[src/rtl/trng_cu_gen2.sv]
// trng_cu_gen2 -- second-generation TRNG control unit.
// Sequences the entropy datapath through BIST, harvesting and word delivery,
// counts consecutive health-test failures and locks out in DEAD once the
// retry budget is used up.
// Optional build macro: TRNG_CU_WORD_CNT_EN enables the delivered-word
// counter on words_o; without it words_o is tied to zero.
module trng_cu_gen2 #(
  parameter int unsigned BIST_CYCLES    = 10,
  parameter int unsigned HARVEST_CYCLES = 511,
  parameter int unsigned MAX_RETRIES    = 4,
  parameter int unsigned INTR_PULSE     = 0
) (
  input  logic                               clk_i,
  input  logic                               rst_i,
  input  logic                               enable_i,
  input  logic                               error_i,
  input  logic                               ack_read_i,
  input  logic                               total_failure_i,
  output logic                               enable_dp_o,
  output logic                               dff_en_o,
  output logic                               flush_regs_o,
  output logic                               rnd_ready_o,
  output logic                               trng_intr_o,
  output logic                               dead_o,
  output logic [2:0]                         state_o,
  output logic [$clog2(MAX_RETRIES+1)-1:0]   retry_cnt_o,
  output logic [31:0]                        words_o
);

  localparam int unsigned CNT_MAX = (BIST_CYCLES > HARVEST_CYCLES) ? BIST_CYCLES : HARVEST_CYCLES;
  localparam int unsigned CNT_W   = (CNT_MAX > 1) ? $clog2(CNT_MAX) : 1;
  localparam int unsigned RTY_W   = $clog2(MAX_RETRIES + 1);

  localparam logic [CNT_W-1:0] BIST_LAST = CNT_W'(BIST_CYCLES - 1);
  localparam logic [CNT_W-1:0] HARV_LAST = CNT_W'(HARVEST_CYCLES - 1);
  localparam logic [RTY_W-1:0] RTY_MAX   = RTY_W'(MAX_RETRIES);
  localparam logic [RTY_W-1:0] RTY_LAST  = RTY_W'(MAX_RETRIES - 1);

  typedef enum logic [2:0] {
    S_IDLE    = 3'd0,
    S_BIST    = 3'd1,
    S_HARVEST = 3'd2,
    S_READY   = 3'd3,
    S_DEAD    = 3'd4
  } state_t;

  state_t           r_state;
  logic [CNT_W-1:0] r_cnt;
  logic [RTY_W-1:0] r_retry;
  logic             r_first;
  logic             w_retry_last;
  logic             w_active;

  // One more error from here would exhaust the retry budget.
  assign w_retry_last = (r_retry >= RTY_LAST);
  assign w_active     = (r_state == S_BIST) || (r_state == S_HARVEST) || (r_state == S_READY);

  // Main sequencer: priority total_failure > disable > error > ack > terminal count.
  always_ff @(posedge clk_i or posedge rst_i) begin
    if (rst_i) begin
      r_state <= S_IDLE;
      r_cnt   <= '0;
      r_retry <= '0;
      r_first <= 1'b0;
    end else begin
      r_first <= 1'b0;
      case (r_state)
        S_IDLE: begin
          if (enable_i) begin
            r_state <= S_BIST;
            r_cnt   <= '0;
            r_retry <= '0;
          end
        end
        S_BIST, S_HARVEST, S_READY: begin
          if (total_failure_i) begin
            r_state <= S_DEAD;
            r_cnt   <= '0;
          end else if (!enable_i) begin
            r_state <= S_IDLE;
            r_cnt   <= '0;
          end else if (error_i) begin
            r_cnt <= '0;
            if (w_retry_last) begin
              r_state <= S_DEAD;
              r_retry <= RTY_MAX;
            end else begin
              r_state <= S_BIST;
              r_retry <= r_retry + 1'b1;
            end
          end else if (ack_read_i && (r_state == S_READY)) begin
            r_state <= S_HARVEST;
            r_cnt   <= '0;
            r_retry <= '0;
          end else if ((r_state == S_BIST) && (r_cnt == BIST_LAST)) begin
            r_state <= S_HARVEST;
            r_cnt   <= '0;
          end else if ((r_state == S_HARVEST) && (r_cnt == HARV_LAST)) begin
            r_state <= S_READY;
            r_cnt   <= '0;
            r_first <= 1'b1;
          end else if (r_state != S_READY) begin
            r_cnt <= r_cnt + 1'b1;
          end
        end
        S_DEAD: begin
          r_state <= S_DEAD;
        end
        default: begin
          r_state <= S_IDLE;
          r_cnt   <= '0;
        end
      endcase
    end
  end

  // Output decode from the registered state; flush alone sees live inputs.
  always_comb begin
    enable_dp_o  = 1'b0;
    dff_en_o     = 1'b0;
    flush_regs_o = 1'b0;
    rnd_ready_o  = 1'b0;
    trng_intr_o  = 1'b0;
    dead_o       = 1'b0;
    case (r_state)
      S_BIST: begin
        enable_dp_o  = 1'b1;
        dff_en_o     = 1'b1;
        flush_regs_o = 1'b1;
      end
      S_HARVEST: begin
        enable_dp_o  = 1'b1;
        dff_en_o     = 1'b1;
        flush_regs_o = ack_read_i | ~enable_i;
      end
      S_READY: begin
        enable_dp_o  = 1'b1;
        dff_en_o     = 1'b1;
        rnd_ready_o  = 1'b1;
        flush_regs_o = ack_read_i | error_i | ~enable_i;
        trng_intr_o  = (INTR_PULSE != 0) ? r_first : 1'b1;
      end
      S_DEAD: begin
        flush_regs_o = 1'b1;
        dead_o       = 1'b1;
        trng_intr_o  = 1'b1;
      end
      default: begin
        enable_dp_o = 1'b0;
      end
    endcase
    if (!w_active && (r_state != S_DEAD)) begin
      flush_regs_o = 1'b0;
    end
  end

  assign state_o     = r_state;
  assign retry_cnt_o = r_retry;

`ifdef TRNG_CU_WORD_CNT_EN
  logic [31:0] r_words;
  logic        w_word_accept;

  // An ack only counts when it actually wins arbitration in READY.
  assign w_word_accept = (r_state == S_READY) && !total_failure_i && enable_i &&
                         !error_i && ack_read_i;

  // Saturating delivered-word counter, cleared only by reset.
  always_ff @(posedge clk_i or posedge rst_i) begin
    if (rst_i) begin
      r_words <= '0;
    end else if (w_word_accept && (r_words != '1)) begin
      r_words <= r_words + 1'b1;
    end
  end

  assign words_o = r_words;
`else
  assign words_o = '0;
`endif

endmodule

[config.mk]
export PLATFORM = sky130hd
export DESIGN_NAME = trng_cu_gen2
export DESIGN_NICKNAME = d
export VERILOG_FILES = /design/src/rtl/trng_cu_gen2.sv
export SDC_FILE = /design/constraint.sdc
export NUM_CORES = 1
export LEC_CHECK = 0
export ABC_AREA = 1
export BUFFER_PORTS_ARGS = -buffer_cell sky130_fd_sc_hd__buf_4
export CAP_MARGIN = 20
export CORE_MARGIN = 8
export CORE_UTILIZATION = 50
export CTS_CLUSTER_DIAMETER = 40
export DETAILED_ROUTE_END_ITERATION = 10
export PLACE_DENSITY = 0.8
export SLEW_MARGIN = 5
export SYNTH_ARGS = -nofsm -noshare
export SYNTH_HDL_FRONTEND = slang
export SYNTH_SLANG_ARGS = --single-unit
export TNS_END_PERCENT = 5
[constraint.sdc]
create_clock -name clk_i -period 1.62 [get_ports clk_i]
set_clock_uncertainty 0.1 [all_clocks]
set_input_delay 0.162 -clock clk_i [delete_from_list [all_inputs] [get_ports clk_i]]
set_output_delay 0.162 -clock clk_i [all_outputs]
set_load 0.1 [all_outputs]
==> out/qor.txt <==
Status: complete, but fails checks
Number of synthesized flops with an enable pin: 0
CTS tree: yes
I/O pin total: 50
Overall Power: 3.98 mW
Max-cap viol count: 0
# placed instances: 259
Total congestion overflow: 0
Crit path DAT: 1.50 ns
Starting density of the core: 0.522
First-pass GRT wire length: 6070 um
Core ar.: 0.00273 mm2
CTS clk-pin slew, worst paths: 0.09 ns
Period minus WS final: 1.77 ns
Worst reg-to-reg path cell count: 12
Worst slew pin tran: 0.571 ns
Avg Cell Area, Syn: 7.03 um2
#FFs+latches synth: 15
RSZ-0062 raised after global routing: yes
Worst hold path startpoint: error_i
Die Footprint: 0.00482 mm2
Drt drc: 0
Hold_ws: 0.0969 ns
Util after Layout: 0.668
Commonest non-fill, non-tap cell in the layout: nand2_1
Synth Flop Type: dfrtp_1
Share of the yosys chip area belonging to registers: 0.263
Antenna Nets Post-Route: 0
Detailed Routing Iterations Pass 1: 4
Achievable frequency: 567 MHz
Syn Inst Count: 203
HPWL Detailed: 2640 um
# rows: 19
WP data required: 1.36 ns
Worst-path fanout max: 3
Relative slew slack: 0.619
Final period util: 1.09
Final Instance Count excl. Fillers: 270
Worst vdd ir: 2.99 mV
Final Hold Viols: 0
Reg2reg end: r_cnt[4]
Critical path launch point type: register
Diode count: 0
Cell depth of the worst min-delay path: 3
Number of CTS-inserted buffers: 3
Critical R2R Launch: state_o[2]
Mapped Area: 0.00143 mm2
CP endpoint kind: primary output
CTS max path bufs: 2
Clock sink count: 15
Fin worst setup slack: -0.145 ns
Yosys warns: 0
Vias in the first global route: 1,338
RePlAce Congestion: 0.870
Initial antenna violation count: 0
1st-iter DRT viols: 52
R2r setup slk: -0.08 ns
Gr usage total: 0.148
Count of pins over their slew limit: 0
Power Density: 2180 mW/mm2
Layout Area Growth over Synthesis: 28.0%
Total Routed Length: 3500 um
Most frequent cells in the layout: nand2_1 (37), conb_1 (32), buf_4 (25), nor2_1 (24), inv_1 (22)
Failing checks: setup timing
H-tree levels: 1
Fin Setup TNS: -0.932 ns
Horiz. Die Dim: 69.4 um
Layout cell share with drive strength beyond 1: 0.293
Die H: 69.4 um
Asr flop ratio synth: 1.00
Hold/Removal Path Class: input pin to register
Number of I/O port buffers: 17
CTS root buf: clkbuf_4
Drt wl/cell: 13.0 um
Worst-skew pair later-pin latency: 0.28 ns
P_leak: 0.880 nW
Vias post-DR: 1,283
Placed cell area: 0.00165 mm2
Crit Path Class: register to primary output
Hold Crit Endpoint: retry_cnt_o[2]
# fillers: 231
Yosys cell types: 28
Non-Filler Cell Area, Final: 0.00183 mm2
DR vias/cell: 4.75
Pre-CTS setup slack: -0.00886 ns
Largest net degree at the start of global routing: 16
# setup viols final: 16
Layout Nets: 251
worst max path at each step:
stage	slack, ns	depth (start not counted)	end	startpoint
floorplan	-0.53	6	flush_regs_o	state_o[1]
global placement	0.03	9	r_cnt[5]	state_o[2]
detailed placement	-0.009	6	flush_regs_o	state_o[2]
CTS	-0.15	7	flush_regs_o	state_o[1]
global route	-0.18	7	flush_regs_o	state_o[0]
finish	-0.15	7	flush_regs_o	state_o[0]
worst max-delay path: stages, from the launching register on:
cell and delay, ns:
dfrtp_4 0.51, inv_4 0.09, nand2_8 0.07, nand2_8 0.06
clkinvlp_4 0.10, o21ai_4 0.19, inv_8 0.04, buf_12 0.16
cell usage after synthesis (4+ instances only):
cell,n,area [um2]
ha_1,5,62.6
nand3_1,12,60.1
inv_1,26,97.6
inv_2,4,15.0
nand2_1,40,150
buf_4,33,248
nand2_4,4,45.0
o21ai_1,10,50.1
nor2_1,25,93.8
dfrtp_1,15,375
report_power, final:
part | total, mW | internal (mW) | switching [mW]
logic | 3.24 | 0.964 | 2.28
clock network | 0.217 | 0.0957 | 0.121
registers | 0.526 | 0.454 | 0.0722
total | 3.98 | 1.51 | 2.47
repair_timing:
item                                   4_1_cts  5_1_grt
endpoints found under the hold margin       15        0
pin swaps                                    7        1
setup buffers                                6        0
hold buffers                                 1        0
gates resized for setup                     17        5
setup endpoints to repair                   13       20
per-layer routing:
layer  share of wire  track usage  wire length (um)  vias up
met5               0            0                 0        -
met4           0.023       0.0683                80        0
met3           0.060       0.0358               211        6
met2            0.51        0.255              1790       51
met1            0.40        0.168              1410      585
li1                -            -                 -      641
sequential cells by signal (all words and copies together) (netlist names):
name         count
state_o          3
r_cnt            9
retry_cnt_o      3
final cells by class:
type	count	area, um2	area share
Timing Repair Buffer	34	332	0.182
Multi-Input combinational cell	155	893	0.489
Sequential cell	15	387	0.212
Tap cell	31	38.8	0.0212
Inverter	31	150	0.0822
Clock buffer	4	26.3	0.0144
kinds of logic (layout without fill, tap and decap cells):
| group | count (synthesis) | in the layout | synth area share |
|---|---|---|---|
| XOR/XNOR | 2 | 2 | 0.0123 |
| adder cells (fa/ha/maj) | 5 | 5 | 0.0438 |
| flip-flops | 15 | 15 | 0.263 |
| AO/OA/AOI/OAI | 20 | 20 | 0.0780 |
| buffers and inverters | 64 | 69 | 0.257 |
| other | 1 | 32 | 0.00263 |
| AND/OR/NAND/NOR | 96 | 96 | 0.344 |
Power figures use the tool's default switching activity.
